<file path="src/rtl/ixc_assign_sched_10.sv">
// Round-robin scheduler that shares one W-bit assign channel between NREQ
// requesters, registering the granted requester's words onto L.
module ixc_assign_sched_10 #(
    parameter int NREQ     = 4,
    parameter int W        = 10,
    parameter int HOLD_MAX = 4
) (
    input  logic              clk,
    input  logic              rst_n,
    input  logic [NREQ-1:0]   req_vld,
    input  logic [NREQ*W-1:0] req_data,
    input  logic [NREQ-1:0]   req_last,
    output logic [NREQ-1:0]   req_rdy,
    output logic [W-1:0]      L,
    output logic              l_vld,
    input  logic              l_rdy,
    output logic [1:0]        grant_id,
    output logic              busy
);

    typedef enum logic {IDLE, XFER} state_e;

    state_e      state_q, state_d;
    logic [1:0]  grant_id_q, grant_id_d;
    logic [1:0]  rr_ptr_q, rr_ptr_d;
    logic [3:0]  hold_cnt_q, hold_cnt_d;
    logic [W-1:0] l_q, l_d;
    logic        l_vld_q, l_vld_d;

    logic        out_free;
    logic        accept;
    logic        release_now;
    logic [2:0]  pick;

    // First requesting index scanning ptr, ptr+1, ... modulo NREQ; bit 2 flags a hit.
    function automatic logic [2:0] rr_pick(input logic [NREQ-1:0] vld, input logic [1:0] ptr);
        logic [2:0] res;
        int         idx;
        res = '0;
        for (int k = NREQ - 1; k >= 0; k--) begin
            idx = int'(ptr) + k;
            if (idx >= NREQ) idx = idx - NREQ;
            if (vld[idx]) res = {1'b1, 2'(idx)};
        end
        return res;
    endfunction

    assign pick        = rr_pick(req_vld, rr_ptr_q);
    assign out_free    = !l_vld_q || l_rdy;
    assign accept      = (state_q == XFER) && req_vld[grant_id_q] && out_free;
    assign release_now = accept &&
                         (req_last[grant_id_q] || ((hold_cnt_q + 4'd1) == 4'(HOLD_MAX)));

    // req_rdy depends only on registered state and l_rdy, never on req_vld/req_data.
    always_comb begin
        req_rdy = '0;
        if (state_q == XFER) req_rdy[grant_id_q] = out_free;
    end

    always_comb begin
        // NOTE: every always_comb target gets a default first so no latch is inferred.
        state_d    = state_q;
        grant_id_d = grant_id_q;
        rr_ptr_d   = rr_ptr_q;
        hold_cnt_d = hold_cnt_q;
        l_d        = l_q;
        l_vld_d    = l_vld_q;

        if (l_vld_q && l_rdy) l_vld_d = 1'b0;

        case (state_q)
            IDLE: begin
                if (pick[2]) begin
                    grant_id_d = pick[1:0];
                    hold_cnt_d = '0;
                    state_d    = XFER;
                end
            end
            XFER: begin
                if (accept) begin
                    l_d        = req_data[int'(grant_id_q)*W +: W];
                    l_vld_d    = 1'b1;
                    hold_cnt_d = hold_cnt_q + 4'd1;
                end
                if (release_now) begin
                    rr_ptr_d = (int'(grant_id_q) == NREQ - 1) ? 2'd0 : grant_id_q + 2'd1;
                    state_d  = IDLE;
                end
            end
            default: state_d = IDLE;
        endcase
    end

    // NOTE: sequential state uses non-blocking assignments only.
    always_ff @(posedge clk or negedge rst_n) begin
        if (!rst_n) begin
            state_q    <= IDLE;
            grant_id_q <= '0;
            rr_ptr_q   <= '0;
            hold_cnt_q <= '0;
            l_q        <= '0;
            l_vld_q    <= 1'b0;
        end else begin
            state_q    <= state_d;
            grant_id_q <= grant_id_d;
            rr_ptr_q   <= rr_ptr_d;
            hold_cnt_q <= hold_cnt_d;
            l_q        <= l_d;
            l_vld_q    <= l_vld_d;
        end
    end

    assign L        = l_q;
    assign l_vld    = l_vld_q;
    assign grant_id = grant_id_q;
    assign busy     = (state_q == XFER);

endmodule
</file>
<file path="config.mk">
export PLATFORM = sky130hd
export DESIGN_NAME = ixc_assign_sched_10
export DESIGN_NICKNAME = d
export VERILOG_FILES = /design/src/rtl/ixc_assign_sched_10.sv
export SDC_FILE = /design/constraint.sdc
export NUM_CORES = 1
export LEC_CHECK = 0
export ABC_CLOCK_PERIOD_IN_PS = 2200
export BUFFER_PORTS_ARGS = -buffer_cell sky130_fd_sc_hd__buf_2
export CAP_MARGIN = 10
export CORE_ASPECT_RATIO = 1.25
export CORE_UTILIZATION = 45
export CTS_CLUSTER_DIAMETER = 200
export CTS_CLUSTER_SIZE = 40
export DETAILED_ROUTE_END_ITERATION = 6
export PLACE_DENSITY_LB_ADDON = 0.08
export SLEW_MARGIN = 10
export SYNTH_ARGS = -nofsm -noshare
export SYNTH_HDL_FRONTEND = slang
export SYNTH_SLANG_ARGS = --single-unit
</file>
<file path="constraint.sdc">
create_clock -name clk -period 2.2 [get_ports clk]
set_input_delay 0.44 -clock clk [delete_from_list [all_inputs] [get_ports clk]]
set_output_delay 0.44 -clock clk [all_outputs]
set_load 0.02 [all_outputs]
</file>
==> metrics.md <==
| Metric | Value |
|---|---|
| Status | `finished, final reports clean` |
| DR vias/cell | `5.407` |
| Worst-margin pin slew | `0.5030 ns` |
| Die H | `62.67 um` |
| IR Drop Worst-Case VDD | `0.8258 mV` |
| Vias in the first global route | `1139` |
| Antenna-violating nets left | `0` |
| Clock Latency Late Sink | `0.31 ns` |
| GR Overflow Total | `0` |
| Unrepaired setup endpoints after global routing | `no` |
| Max Buffers Root-to-Sink | `2` |
| # resized after CTS | `0` |
| Critical Path AT | `1.57 ns` |
| Commonest non-fill, non-tap cell in the layout | `buf_2` |
| Mapped Area | `0.001325 mm2` |
| Initial Utilization | `0.4849` |
| Initial antenna violation count | `0` |
| DR DRC count | `0` |
| Leakage power | `0.8667 nW` |
| Pwr Density | `1299 mW/mm2` |
| Register area share after synthesis | `0.3777` |
| Final Hold Fails | `0` |
| GP Congestion | `0.7395` |
| Yosys reg bits | `20` |
| Fin. max-slew vios | `0` |
| Total routed wirelength | `3.126 mm` |
| Number of buffers created by CTS | `3` |
| Setup crit start kind | `flop` |
| Crit path max fanout | `15` |
| IO Count | `69` |
| Setup bufs post-CTS | `0` |
| H-Tree Depth | `1` |
| Drt wl/cell | `14.96 um` |
| DRT iter0 DRCs | `14` |
| CP required | `1.76 ns` |
| CTS root buffer | `clkbuf_4` |
| Synthesized area per cell | `12.74 um2` |
| Fmax | `498.0 MHz` |
| Area Growth Syn to Fin | `31.35%` |
| Synth warn | `0` |
| Placed cell count | `205` |
| Nets@finish | `233` |
| Endpoints failing setup | `0` |
| CTS tree | `built` |
| GRT Total Usage | `0.2130` |
| CP endpoint kind | `output port` |
| Most frequent cells in the layout | `buf_2 (68), dfrtp_1 (20), mux4_2 (12), mux2_2 (10)` |
| DPL Wire Length | `2.443 mm` |
| Min Tclk post-route | `2.008 ns` |
| Drt pass-1 iters | `4` |
| Post-Syn Nets | `161` |
| Final Skew | `0.006738 ns` |
| Number of synthesized flops with an enable pin | `0` |
| Max-cap violations | `0` |
| CTS sink count | `20` |
| Finished Layout Cells | `209` |
| Worst Hold Class | `input port to asynchronous set/reset pin` |
| Die Width | `50.54 um` |
| Core ar. | `0.002733 mm2` |
| Synth cell types | `32` |
| Largest net degree at the start of global routing | `21` |
| Vias | `1130` |
| Share of cells above drive strength 1 | `0.5943` |
| Syn Inst Count | `104` |
| # diodes | `0` |
| Dominant cell type by area after synthesis | `dfrtp_1` |
| Clk slew on worst S/H paths | `0.12 ns` |
| Crit Path Class | `flop to output port` |
| Port buffer count | `68` |
| Area share of the largest cell type after synthesis | `0.3777` |
| Die area | `0.003167 mm2` |
| Final setup TNS | `0 ns` |
| Global-route wire length before repair | `5.154 mm` |
| Rows | `21` |
| Main area contributors after synthesis | `dfrtp_1 (38%), mux4_2 (20%), mux2_2 (8.5%), ha_1 (5.7%), o21ai_0 (2.3%)` |
| Hold_buf cts | `0` |
| FFs w/ async S/R, synth | `1.000` |
| Most common flop cell mapped by yosys | `dfrtp_1` |
| Max-slew headroom | `0.6616` |
| Tcrit/Tclk final | `0.9127` |
## cells by family (layout without fill, tap and decap cells)
logic type                 count (synthesis)  in the layout  synth area share
muxes                                     25             25            0.3192
and+or+nand+nor                           25             25            0.1171
DFF                                       20             20            0.3777
AOI/OAI and AO/OA                         16             16           0.08028
buffers and inverters                     11             82           0.04248
adders and majority gates                  6              6           0.05666
xor gates and xnor gates                   1              1          0.006611
## Yosys cell counts, types with 2 or more instances
master	number
buf_2	3
a21oi_1	2
and3_1	4
o21ai_0	6
nand2b_1	2
nor2b_1	3
ha_1	6
mux4_2	12
nand3_1	4
inv_1	6
nor2_1	3
nand2_1	3
mux2_4	2
o221ai_1	2
dfrtp_1	20
mux2_2	10
## final cells by class
type | count | area, um2
Clock buffer | 4 | 36.28
Fill cell | 239 | 992.2
Inverter | 6 | 22.52
Multi-Input combinational cell | 73 | 768.2
Sequential cell | 20 | 500.5
Tap cell | 34 | 42.54
Timing Repair Buffer | 72 | 370.4
## registers in the layout (all words and copies together), names as in the netlist
register    flops
hold_cnt_q      4
rr_ptr_q        2
l_vld           1
busy            1
L              10
grant_id        2
## worst paths after layout
kind                                               from                         to  slack, ns  depth (start not counted)
worst min register to register         L[0]$_DFFE_PN0P_           L[0]$_DFFE_PN0P_       0.52                          1
worst min-delay path                              rst_n             busy$_DFF_PN0_       0.07                          1
worst max-delay path            grant_id[1]$_DFFE_PN0P_                 req_rdy[0]       0.19                          5
min in group clk                             req_vld[2]             busy$_DFF_PN0_       0.50                          3
max in group asynchronous                         rst_n  hold_cnt_q[3]$_DFFE_PN0P_       1.81                          1
worst max register to register  grant_id[0]$_DFFE_PN0P_    rr_ptr_q[0]$_DFFE_PN0P_       0.32                          4
## power breakdown
group	switching (mW)	total (mW)	leakage, nW	internal (mW)
sequential	0.175	0.725	0.239	0.551
clock	0.117	0.218	0.0210	0.101
combinational	0.657	1.32	0.606	0.659
total	0.949	2.26	0.867	1.31
## per-stage QoR
| step | hold slack [ns] | cell area [um2] | setup slack [ns] | total power [mW] | util |
|---|---|---|---|---|---|
| 2_1_floorplan | 0.1444 | 1325 | 0.2796 | 1.688 | - |
| 3_3_place_gp | 0.4137 | 1704 | 0.3702 | 2.019 | 0.6236 |
| 3_5_place_dp | 0.4251 | 1704 | 0.3291 | 2.063 | 0.6236 |
| 4_1_cts | 0.07531 | 1740 | 0.1668 | 2.288 | 0.6369 |
| 5_1_grt | 0.08891 | 1740 | 0.09839 | 2.445 | 0.6369 |
| 6_report | 0.06930 | 1740 | 0.1920 | 2.260 | 0.6369 |
## metal layers
layer / global-route usage / vias to the layer above / wire [um]
li1: - / 534 / -
met2: 0.3667 / 41 / 1598
met4: 0.05903 / 0 / 31
met5: 0 / - / 0
met1: 0.2739 / 551 / 1306
met3: 0.03163 / 4 / 189
## worst max-delay path, stage by stage (launching register included)
cell     delay [ns]
dfrtp_1        0.40
buf_4          0.24
inv_1          0.12
ha_1           0.19
and3_1         0.16
buf_2          0.15
No activity file was read; power rests on OpenSTA's default activity.
